`src/rtl/decoder_pkg.sv`:
```
// Shared definitions for the registered 3-to-8 one-hot decoder.
//   CODE_W        : width of a binary input code
//   ONEHOT_W      : width of the decoded one-hot word
//   fifo_state_t  : occupancy state of the code buffer
//   decode()      : binary code -> one-hot word
package decoder_pkg;

  localparam int unsigned CODE_W   = 3;
  localparam int unsigned ONEHOT_W = 8;

  typedef enum logic [1:0] {
    EMPTY,
    PARTIAL,
    FULL
  } fifo_state_t;

  function automatic logic [ONEHOT_W-1:0] decode(input logic [CODE_W-1:0] code);
    decode = ONEHOT_W'(1) << code;
  endfunction

endpackage

```
`src/rtl/code_fifo.sv`:
```
// Small synchronous FIFO holding binary codes for decoder_3x8_pipe.
//   clk, rst  : rising-edge clock, synchronous active-high reset
//   wr_en     : store wr_data at the write pointer (caller guarantees !full)
//   wr_data   : code to store
//   rd_en     : advance the read pointer (caller guarantees !empty)
//   rd_data   : code at the head of the FIFO (stored state only)
//   full      : DEPTH codes buffered
//   empty     : no codes buffered
module code_fifo
  import decoder_pkg::*;
#(
  parameter int unsigned DEPTH = 2
) (
  input  logic              clk,
  input  logic              rst,
  input  logic              wr_en,
  input  logic [CODE_W-1:0] wr_data,
  input  logic              rd_en,
  output logic [CODE_W-1:0] rd_data,
  output logic              full,
  output logic              empty
);

  localparam int unsigned PTR_W = $clog2(DEPTH);
  localparam int unsigned CNT_W = PTR_W + 1;

  logic [CODE_W-1:0] r_mem [DEPTH];
  logic [PTR_W-1:0]  r_wr_ptr;
  logic [PTR_W-1:0]  r_rd_ptr;
  logic [CNT_W-1:0]  r_count;

  // Storage carries no reset; validity is tracked by r_count alone.
  always_ff @(posedge clk) begin
    if (wr_en) begin
      r_mem[r_wr_ptr] <= wr_data;
    end
  end

  always_ff @(posedge clk) begin
    if (rst) begin
      r_wr_ptr <= '0;
      r_rd_ptr <= '0;
      r_count  <= '0;
    end else begin
      if (wr_en) begin
        r_wr_ptr <= r_wr_ptr + 1'b1;
      end
      if (rd_en) begin
        r_rd_ptr <= r_rd_ptr + 1'b1;
      end
      case ({wr_en, rd_en})
        2'b10:   r_count <= r_count + 1'b1;
        2'b01:   r_count <= r_count - 1'b1;
        default: r_count <= r_count;
      endcase
    end
  end

  assign rd_data = r_mem[r_rd_ptr];
  assign full    = (r_count == CNT_W'(DEPTH));
  assign empty   = (r_count == '0);

endmodule

```
`src/rtl/decoder_3x8_pipe.sv`:
```
// Registered 3-to-8 one-hot decoder with valid/ready on both sides.
// Codes are buffered in code_fifo; Y is decoded from the FIFO head, so
// there is no combinational path from In to Y.
//   clk, rst   : rising-edge clock, synchronous active-high reset
//   en         : input-side enable; low stalls intake, output still drains
//   In         : 3-bit binary code, in_valid/in_ready handshake
//   Y          : one-hot of head code, 8'h00 when out_valid is low
//   out_valid  : Y holds a word; out_ready takes it
//   out_cnt    : words delivered, modulo 2^CNT_W
// Optional build macro PARITY_CHECK_EN adds In_par (even parity over
// {In_par, In}) and sticky par_err; bad-parity words are consumed but
// not stored.
module decoder_3x8_pipe
  import decoder_pkg::*;
#(
  parameter int unsigned DEPTH = 2,
  parameter int unsigned CNT_W = 8
) (
  input  logic                clk,
  input  logic                rst,
  input  logic                en,
  input  logic [CODE_W-1:0]   In,
  input  logic                in_valid,
  output logic                in_ready,
  output logic [ONEHOT_W-1:0] Y,
  output logic                out_valid,
  input  logic                out_ready,
  output logic [CNT_W-1:0]    out_cnt
`ifdef PARITY_CHECK_EN
  ,
  input  logic                In_par,
  output logic                par_err
`endif
);

  fifo_state_t       w_state;
  logic              w_full;
  logic              w_empty;
  logic              w_push;
  logic              w_store;
  logic              w_pop;
  logic [CODE_W-1:0] w_head;
  logic [CNT_W-1:0]  r_out_cnt;

  always_comb begin
    w_state = PARTIAL;
    if (w_empty) begin
      w_state = EMPTY;
    end else if (w_full) begin
      w_state = FULL;
    end
  end

  // in_ready ignores out_ready: a full buffer never lets a word slip through.
  assign in_ready  = en & ~rst & (w_state != FULL);
  assign out_valid = (w_state != EMPTY);
  assign w_push    = in_valid & in_ready;
  assign w_pop     = out_valid & out_ready;

`ifdef PARITY_CHECK_EN
  logic w_par_ok;
  logic r_par_err;

  assign w_par_ok = ~(^{In_par, In});
  assign w_store  = w_push & w_par_ok;

  always_ff @(posedge clk) begin
    if (rst) begin
      r_par_err <= 1'b0;
    end else if (w_push && !w_par_ok) begin
      r_par_err <= 1'b1;
    end
  end

  assign par_err = r_par_err;
`else
  assign w_store = w_push;
`endif

  code_fifo #(
    .DEPTH (DEPTH)
  ) u_fifo (
    .clk     (clk),
    .rst     (rst),
    .wr_en   (w_store),
    .wr_data (In),
    .rd_en   (w_pop),
    .rd_data (w_head),
    .full    (w_full),
    .empty   (w_empty)
  );

  always_ff @(posedge clk) begin
    if (rst) begin
      r_out_cnt <= '0;
    end else if (w_pop) begin
      r_out_cnt <= r_out_cnt + 1'b1;
    end
  end

  assign out_cnt = r_out_cnt;
  assign Y       = out_valid ? decode(w_head) : '0;

endmodule

```
`config.mk`:
```
export PLATFORM = sky130hd
export DESIGN_NAME = decoder_3x8_pipe
export DESIGN_NICKNAME = d
export VERILOG_FILES = /design/src/rtl/decoder_pkg.sv /design/src/rtl/code_fifo.sv /design/src/rtl/decoder_3x8_pipe.sv
export SDC_FILE = /design/constraint.sdc
export NUM_CORES = 1
export LEC_CHECK = 0
export BUFFER_PORTS_ARGS = -buffer_cell sky130_fd_sc_hd__clkbuf_2
export CAP_MARGIN = 40
export CORE_UTILIZATION = 49
export CTS_CLUSTER_SIZE = 8
export DETAILED_ROUTE_END_ITERATION = 8
export PLACE_DENSITY = 0.76
export SKIP_LAST_GASP = 1
export SLEW_MARGIN = 20
export SYNTH_ARGS = -nofsm -noshare
export SYNTH_HDL_FRONTEND = slang
export SYNTH_SLANG_ARGS = --single-unit
```
`constraint.sdc`:
```
create_clock -name clk -period 2.1 [get_ports clk]
set_input_delay 0.105 -clock clk [delete_from_list [all_inputs] [get_ports clk]]
set_output_delay 0.105 -clock clk [all_outputs]
set_load 0.02 [all_outputs]
```
Word-level counts from Yosys, hierarchy flattened
Memories as Yosys holds them, arrays and structs flattened. A register that Yosys moved wholly into a read port is not among the register bits.
Cells that the tools add are included.
{ "totals": {"ff_bits": 12, "latch_bits": 0, "mem_bits_rw": 6, "mem_bits_ro": 0, "inputBits": 8, "out_inout_bits": 18, "elab_cells": 31, "memories": 1} }
{ "op_classes": {"n_addsub": 5, "mul": 0, "div_mod_pow": 0, "magnitude_cmp": 0, "n_eq_ne": 4, "shifts": 1, "n_mux": 8, "bitwise": 5, "n_reduce_logical": 3} }
{ "mem_list": {"columns": ["name", "words", "width", "rd", "rd_clocked_by_memory_dff", "write_ports", "line", "text"], "rows": [
  ["u_fifo.r_mem", 2, 3, 1, 1, 1, "code_fifo.sv:27", "logic [CODE_W-1:0] r_mem [DEPTH];"]
]} }
{ "op_table": {"columns": ["op", "count"], "rows": [
  ["adder 8 x 1 -> 8 bit, second input constant", 1],
  ["two-way mux 8 bit", 1],
  ["<< shifter 1 x 3 -> 8 bit, first input constant", 1],
  ["bitwise AND 1 bit", 4],
  ["equality test 2 bit, second input constant", 2],
  ["two-way mux 1 bit", 4],
  ["two-way mux 2 bit", 2],
  ["case mux 2 bit (2 select lines)", 1],
  ["nonzero test 2 bit", 2],
  ["adder 1 bit, second input constant", 2],
  ["adder 2 x 1 -> 2 bit, second input constant", 1],
  ["equality test 2 x 1 -> 1 bit, second input constant", 1],
  ["logical NOT 2 bit", 1],
  ["!= test 2 bit, second input constant", 1],
  ["subtractor 2 x 1 -> 2 bit, second input constant", 1],
  ["inverter 1 bit", 1]
]} }

Logic depth before layout (Yosys ltp)
Gate-level depths: netlist (run 1).
{ "depth": {"ltp_word": 8, "ltp_mapped": 7, "ltp_nobuf": 6} }

Modules after synthesis
Synthesis (run 1) repeated with hierarchy kept, for this count alone.
{ "hier_totals": {"cells_unflattened": 86, "area_unflattened_um2": 877.1} }
{ "modules_own_cells": {"columns": ["mod", "n_inst", "cells_each", "area_per_inst_um2", "seq_area_each_um2"], "rows": [
  ["decoder_3x8_pipe", 1, 55, 457.9, 160.2],
  ["code_fifo", 1, 31, 419.2, 280.3]
]} }

Worst setup path before layout (run 1)
No wires, ideal clock.
{ "synth_timing": {"path_kind": "flip-flop to flip-flop", "from": "register u_fifo.r_count[0]", "to": "register u_fifo.r_count[1]", "setup_ns": 0.071, "arrival_time_ns": 1.700, "t_required_ns": 2.029, "slack_ns": 0.330, "path_stages_with_launch": 7, "n_path_buf": 1, "period_less_slack_ns": 1.770, "cell_sequence": "dfxtp_1 -> buf_4 -> and2b_1 -> or3_1 -> ha_1 -> or3_1 -> a21oi_1"} }
{ "synth_via": {"elab_chain_cells": 8, "elab_cells_between_ends": 15, "classes_between": "add/sub: 2; eq/ne: 4; mux: 3; bitwise: 3; reduce/logical: 3"} }
{ "synth_lines": {"columns": ["element", "line", "text"], "rows": [
  ["start, declared", "code_fifo.sv:30", "logic [CNT_W-1:0] r_count;"],
  ["start signal, assigned", "code_fifo.sv:52", "2'b10: r_count <= r_count + 1'b1;"],
  ["start signal, assigned", "code_fifo.sv:53", "2'b01: r_count <= r_count - 1'b1;"],
  ["start signal, assigned", "code_fifo.sv:54", "default: r_count <= r_count;"],
  ["equality test 2 bit", "code_fifo.sv:60", "assign full = (r_count == CNT_W'(DEPTH));"],
  ["two-way mux 2 bit", "decoder_3x8_pipe.sv:49", "end else if (w_full) begin"],
  ["two-way mux 2 bit", "decoder_3x8_pipe.sv:47", "if (w_empty) begin"],
  ["!= test 2 bit", "decoder_3x8_pipe.sv:55", "assign in_ready = en & ~rst & (w_state != FULL);"],
  ["bitwise AND 1 bit", "decoder_3x8_pipe.sv:55", null],
  ["bitwise AND 1 bit", "decoder_3x8_pipe.sv:57", "assign w_push = in_valid & in_ready;"],
  ["equality test 2 x 1 -> 1 bit or equality test 2 bit (tied branches)", "code_fifo.sv:51", "case ({wr_en, rd_en})"],
  ["case mux 2 bit (2 select lines) or nonzero test 2 bit (tied branches)", null, null]
]} }
Several ways; a longest one is shown, not always the timed one.
A chain may end at the register's enable or synchronous reset.

Worst setup path after layout (run 1)
Same ends and word-level chain as after synthesis.

==> impl_results.md, run 1 <==
- Area leader, netlist: dfxtp_1
- M2 GR Usage: 38.0%
- Worst Setup SP: u_fifo.r_count[0]
- Max-cap viol count: 0
- Antenna Violating Nets Remaining: 0
- Syn Nets: 107
- Fillers: 154
- Final hold viol count: 0
- Slowest CP cell: dfxtp_1
- Max clock buf depth: 2
- Setup Skew: 0.00173 ns
- CTS tree: done
- First-pass GRT wire length: 2790 um
- FP Rows: 15
- Largest family of logic cells by synthesized area: simple AND/OR/NAND/NOR gates
- Critical Path, Cell by Cell: and2b_1 -> or3_1 -> ha_1 -> or3_1 -> a21oi_1
- Critical Path Start Type: flop
- GR Util met3: 3.60%
- Yosys cell types: 34
- Slowest Stage Delay on Critical Path: 0.47 ns
- Diodes inserted: 0
- Top Usage Layer GRT: met2
- Hold Path Class: input port to flop
- Leakage Power: 0.000500 uW
- Met1 Track Usage GR: 19.6%
- Reg area: 440 um^2
- Pins over their slew limit: 0
- Complex-gate fraction of the synthesized area: 12.2%
- Drt drc: 0
- Area of the multi-input gates: 433 um^2
- CTS root buf: clkbuf_4
- Remaining global-route overflow: 0
- Htree depth: 1
- Main flop type after synthesis: dfxtp_1
- RSZ-0062 raised after global routing: false
- DRT iter0 DRCs: 12
- Synthesized flop and latch total: 19
- DP Wirelength: 1350 um
- Worst path most repeated cell: or3_1
- Area of placed instances: 1070 um^2
- Initial antenna violation count: 0
- DR vias: 777
- Leading post-synthesis cells by cell area: dfxtp_1 29%, edfxtp_1 20%, nor2_1 8.2%, xor2_1 3.8%, a21oi_1 3.3%
- TNS Setup: 0 ns
- Hold path start: In[2]
- Post-synthesis mux area share: 5.22%
- I/O Pins: 26
- Status: finished, final reports clean
- Post-CTS resize count: 0
- Peak supply drop: 0.399 mV
- Port Buffers: 25
- Chip Width: 45.1 um
- Synth Area in XOR/XNOR: 4.81%
- Post-Syn Area: 911 um^2
- Via/cell ratio: 5.11
- Final setup margin: 0.182 ns
- Vias in the first global route: 687
- Synth Area in Simple Gates: 22.5%
- Sink Count: 19
- Crit path DAT: 2.14 ns
- RD Place Congestion: 0.718
- Data required, critical path: 2.32 ns
- Power per cell area: 707 nW/um^2
- Sequential fraction of the synthesis area: 48.4%
- Reg-to-Reg Start: u_fifo.r_count[0]
- Share of layout cells above drive strength 1: 28.3%
- Starting density of the core: 52.8%
- First-pass DRT Iterations: 2
- Post-synth EDFFs: 6
- Area grow syn2layout: 22.3%
- Post-route cell area: 1110 um^2
- Final net count: 138
- Largest net degree at the start of global routing: 17
- Routed wire length: 1750 um
- Worst-Skew Late Latency: 0.28 ns
- Total die area: 2040 um^2
- DP Worst Slack: 0.211 ns
- Slew margin rel.: 74.7%
- WL/cell: 11.5 um
- Gr usage total: 19.3%
- # setup viols final: 0
- Die H: 45.1 um
- Crit path kind: flop to flop
- Total CTS buffers: 3
- Core box area: 1730 um^2
- Crit path time final: 1.92 ns
- Synth Area per Inst: 9.39 um^2
- Post-route clock period utilization: 91.3%
- CP Capture Type: flop
- Worst-path clk slew: 0.10 ns
- Syn Inst Count: 97
- Yosys top cell area share: 28.6%
- Area share of fa/ha/maj cells after synthesis: 2.75%
- Post-synth ARST share: 0%
- Warnings from Yosys: 0
- Peak Freq: 521 MHz
- Actual slew at the worst max-slew pin: 0.378 ns
- Worst-path maximum fanout: 7
## cell type report
class | count | area share [%]
Tap cell | 25 | 2.81
Timing Repair Buffer | 29 | 14.4
Multi-Input combinational cell | 69 | 38.9
Sequential cell | 19 | 39.6
Clock buffer | 4 | 2.36
Inverter | 6 | 2.02
## cells by family after synthesis
kind of cell             count (synthesis)
AND/OR/NAND/NOR                         41
flip-flops                              19
AO/OA/AOI/OAI                           17
buffers and inverters                    9
XOR/XNOR                                 5
multiplexers                             4
adder cells (fa/ha/maj)                  2
## flip-flops by register name (all words and copies together) (netlist names), named ones only
register         count
u_fifo.r_rd_ptr      1
u_fifo.r_wr_ptr      1
u_fifo.r_count       2
u_fifo.r_mem         6
out_cnt              8
## synthesized netlist by cell type, types with 2 or more instances
master	instances
a21oi_1	6
clkbuf_1	2
dfxtp_1	13
edfxtp_1	6
ha_1	2
inv_1	6
mux2_2	2
nand2_1	3
nand2b_1	3
nand4_1	2
nor2_1	20
nor2b_1	2
o21ai_0	3
or3_1	4
xor2_1	4
## path summary, 6_finish.rpt
kind | slack, ns | to | cells after the start
max | 0.18 | u_fifo.r_count[1] | 5
min | 0.02 | u_fifo.r_mem[0][2] | 1
max reg2reg | 0.18 | u_fifo.r_count[1] | 5
min reg2reg | 0.51 | u_fifo.r_wr_ptr | 2
## worst max-delay path, delay by kind of cell (launching register included)
family | cells | cell delay, ns
simple gates | 3 | 0.94
fa+ha+maj | 1 | 0.32
compound gates | 1 | 0.14
flops | 1 | 0.47
## metrics by stage
stage / cells / total power (uW) / hold WS (ns) / util (%)
final: 152 / 788 / 0.0226 / 64.5
after global routing: 152 / 831 / 0.00941 / 64.5
after CTS: 151 / 795 / 0.00430 / 63.9
after detailed placement: 146 / 615 / 0.303 / 61.8
after global placement: 146 / 605 / 0.296 / 61.8
after floorplan: 97 / 565 / 0.204 / -
## cells in the final DEF, fill, tap and decap left out, types with 3 or more instances in the layout
cell type / count
clkbuf_2: 25
nor2_1: 20
dfxtp_1: 13
inv_1: 6
a21oi_1: 6
edfxtp_1: 6
or3_1: 4
xor2_1: 4
nand2b_1: 3
nand2_1: 3
o21ai_0: 3
clkbuf_4: 3
## timing repair
action,4_1_cts,5_1_grt
hold endpoints to repair,2,1
setup endpoints to repair,0,0
hold buffers,1,1
setup buffers,0,0
## layer usage
| metal | share of wire (%) | wire length, um | vias to the layer above |
|---|---|---|---|
| met5 | 0 | 0 | - |
| met4 | 0.74 | 13 | 0 |
| met3 | 3.0 | 52 | 2 |
| met2 | 55 | 965 | 16 |
| met1 | 41 | 714 | 359 |
| li1 | - | - | 400 |
## report_power, final
part	total, uW	internal [uW]	switching, uW
registers	431	402	29.8
clock network	177	73.6	104
logic	179	75.9	103
No activity file was read; power rests on OpenSTA's default activity.
==> run 2, diff against run 1 <==
--- a/config.mk
+++ b/config.mk
@@ -11,6 +11,7 @@
 export CTS_CLUSTER_SIZE = 8
 export DETAILED_ROUTE_END_ITERATION = 8
 export PLACE_DENSITY = 0.76
+export RECOVER_POWER = 25
 export SKIP_LAST_GASP = 1
 export SLEW_MARGIN = 20
 export SYNTH_ARGS = -nofsm -noshare
==> run 2 against run 1 <==
Clock power barely moved. Routed wire length rose by 0.23%. Utilization fell by 0.51 points.
==> impl_results.md, run 2 (synthesized netlist as in run 1, its figures left out) <==
- Initial antenna violation count: 0
- Share of layout cells above drive strength 1: 22.8%
- First-pass DRT Iterations: 4
- Max-cap viol count: 0
- Via/cell ratio: 5.13
- Final setup margin: 0.176 ns
- FP Rows: 15
- CP Capture Type: flop
- Pins over their slew limit: 0
- Hold path start: In[2]
- Antenna Violating Nets Remaining: 0
- Highest routed layer: met4
- Largest net degree at the start of global routing: 17
- Worst-Skew Late Latency: 0.28 ns
- WL/cell: 11.5 um
- Crit path DAT: 2.15 ns
- I/O Pins: 26
- Net Sw Frac: 30.1%
- DR vias: 779
- Status: finished, final reports clean
- Worst path most repeated cell: or3_1
- Worst-path clk slew: 0.10 ns
- Largest register FFs: 8
- Area of the multi-input gates: 433 um^2
- Gr usage total: 19.3%
- Starting density of the core: 52.8%
- Hold EP: u_fifo.r_mem[0][2]
- Max clock buf depth: 2
- Drt drc: 0
- Crit path kind: flop to flop
- Power per cell area: 712 nW/um^2
- Post-route cell area: 1100 um^2
- Post-route clock period utilization: 91.6%
- Area of placed instances: 1070 um^2
- Worst-path maximum fanout: 7
- CTS tree: done
- Most common cell after layout, fill and taps aside: nor2_1
- Routed wire length: 1750 um
- Fin util: 64.0%
- Clock power share: 22.5%
- Sw power: 236 uW
- Sink Count: 19
- Slew margin rel.: 74.0%
- CTS root buf: clkbuf_4
- First-pass GRT wire length: 2790 um
- Cell Count, Final, Fillers Out: 152
- Worst hold path depth: 1
- Final hold viol count: 0
- Crit path time final: 1.92 ns
- Remaining global-route overflow: 0
- Peak supply drop: 0.399 mV
- Critical Path Start Type: flop
- Slowest CP cell: dfxtp_1
- DP Wirelength: 1350 um
- DRT iter0 DRCs: 15
- Data required, critical path: 2.32 ns
- Leakage Power: 0.000477 uW
- Diodes inserted: 0
- # setup viols final: 0
- Die H: 45.1 um
- Critical Path, Cell by Cell: and2b_1 -> or3_1 -> ha_1 -> or3_1 -> a21oi_1
- Reg2reg end: u_fifo.r_count[1]
- Commonest cells after routing, fill and taps aside: 20 x nor2_1, 18 x clkbuf_2, 13 x dfxtp_1, 8 x clkbuf_1
- Peak Freq: 520 MHz
- Reg area: 440 um^2
- Port Buffers: 25
- DP Worst Slack: 0.211 ns
- Metal3 WL: 55 um
- Actual slew at the worst max-slew pin: 0.388 ns
- Reg2reg path depth: 5
- RD Place Congestion: 0.718
- Wl on met1: 715 um
- Crit path buffers/inverters: 0
- Vias in the first global route: 687
- Htree depth: 1
- Hold Path Class: input port to flop
- Slowest Stage Delay on Critical Path: 0.47 ns
- Setup Skew: 0.00297 ns
- Total die area: 2040 um^2
- Dpl cells: 146
- Fillers: 160
- Area grow syn2layout: 21.3%
- Share of power burned in registers: 54.9%
- Core box area: 1730 um^2
- RSZ-0062 raised after global routing: false
- Int Pwr: 550 uW
- Crit-path leading delay family: simple AND/OR/NAND/NOR gates
- TNS Setup: 0 ns
- Chip Width: 45.1 um
- Total CTS buffers: 3
- Final net count: 138
- Met2 wire len: 966 um
- FF-to-FF setup slack: 0.18 ns
- Reg-to-Reg Start: u_fifo.r_count[0]
- Combinational share of power: 22.7%
[run 2: cell counts in the layout (fill, tap and decap cells not counted)]
Identical to the previous run, type by type.
[run 2: power groups by stage]
stage | combinational, uW | sequential, uW | clock, uW
5_1_grt | 198 | 437 | 196
2_1_floorplan | 139 | 426 | 0
3_5_place_dp | 175 | 440 | 0
3_3_place_gp | 168 | 437 | 0
4_1_cts | 178 | 431 | 186
6_report | 178 | 432 | 177
[run 2: repair_timing]
item | CTS | global route
hold buffers | 1 | 1
gates resized for setup | 0 | 0
hold endpoints to repair | 2 | 1
buffers inserted | 0 | 0
[run 2: worst register-to-register path: stages (launching register included)]
cell and delay, ns:
dfxtp_1 0.47, and2b_1 0.25, or3_1 0.32, ha_1 0.31, or3_1 0.38, a21oi_1 0.14
[run 2: worst max path at each step]
stage,start,end,slack [ns],cells after the start
5_1_grt,u_fifo.r_count[0],u_fifo.r_count[1],0.06,5
2_1_floorplan,u_fifo.r_count[0],u_fifo.r_count[1],0.33,6
3_5_place_dp,u_fifo.r_count[0],u_fifo.r_count[1],0.21,5
3_3_place_gp,u_fifo.r_count[0],u_fifo.r_count[1],0.28,5
6_report,u_fifo.r_count[0],u_fifo.r_count[1],0.18,5
4_1_cts,u_fifo.r_count[0],u_fifo.r_count[1],0.18,5
[run 2: cell type report]
cell class	count	area share [%]
sequential	19	39.9
multi-input combinational	69	39.2
timing repair buffer	29	13.7
tap	25	2.83
clock buffer	4	2.38
inverter	6	2.04
[run 2: per-stage QoR]
stage	hold WS [ns]	power, uW
after floorplan	0.204	565
after global placement	0.296	605
after detailed placement	0.303	615
after CTS	0.00430	795
after global routing	0.0418	830
final	0.0532	787
[run 2: layer usage]
layer / vias to the layer above / global-route usage, %
met5: - / 0
met4: 0 / 7.27
met3: 2 / 3.60
met2: 18 / 38.0
met1: 360 / 19.6
li1: 399 / -
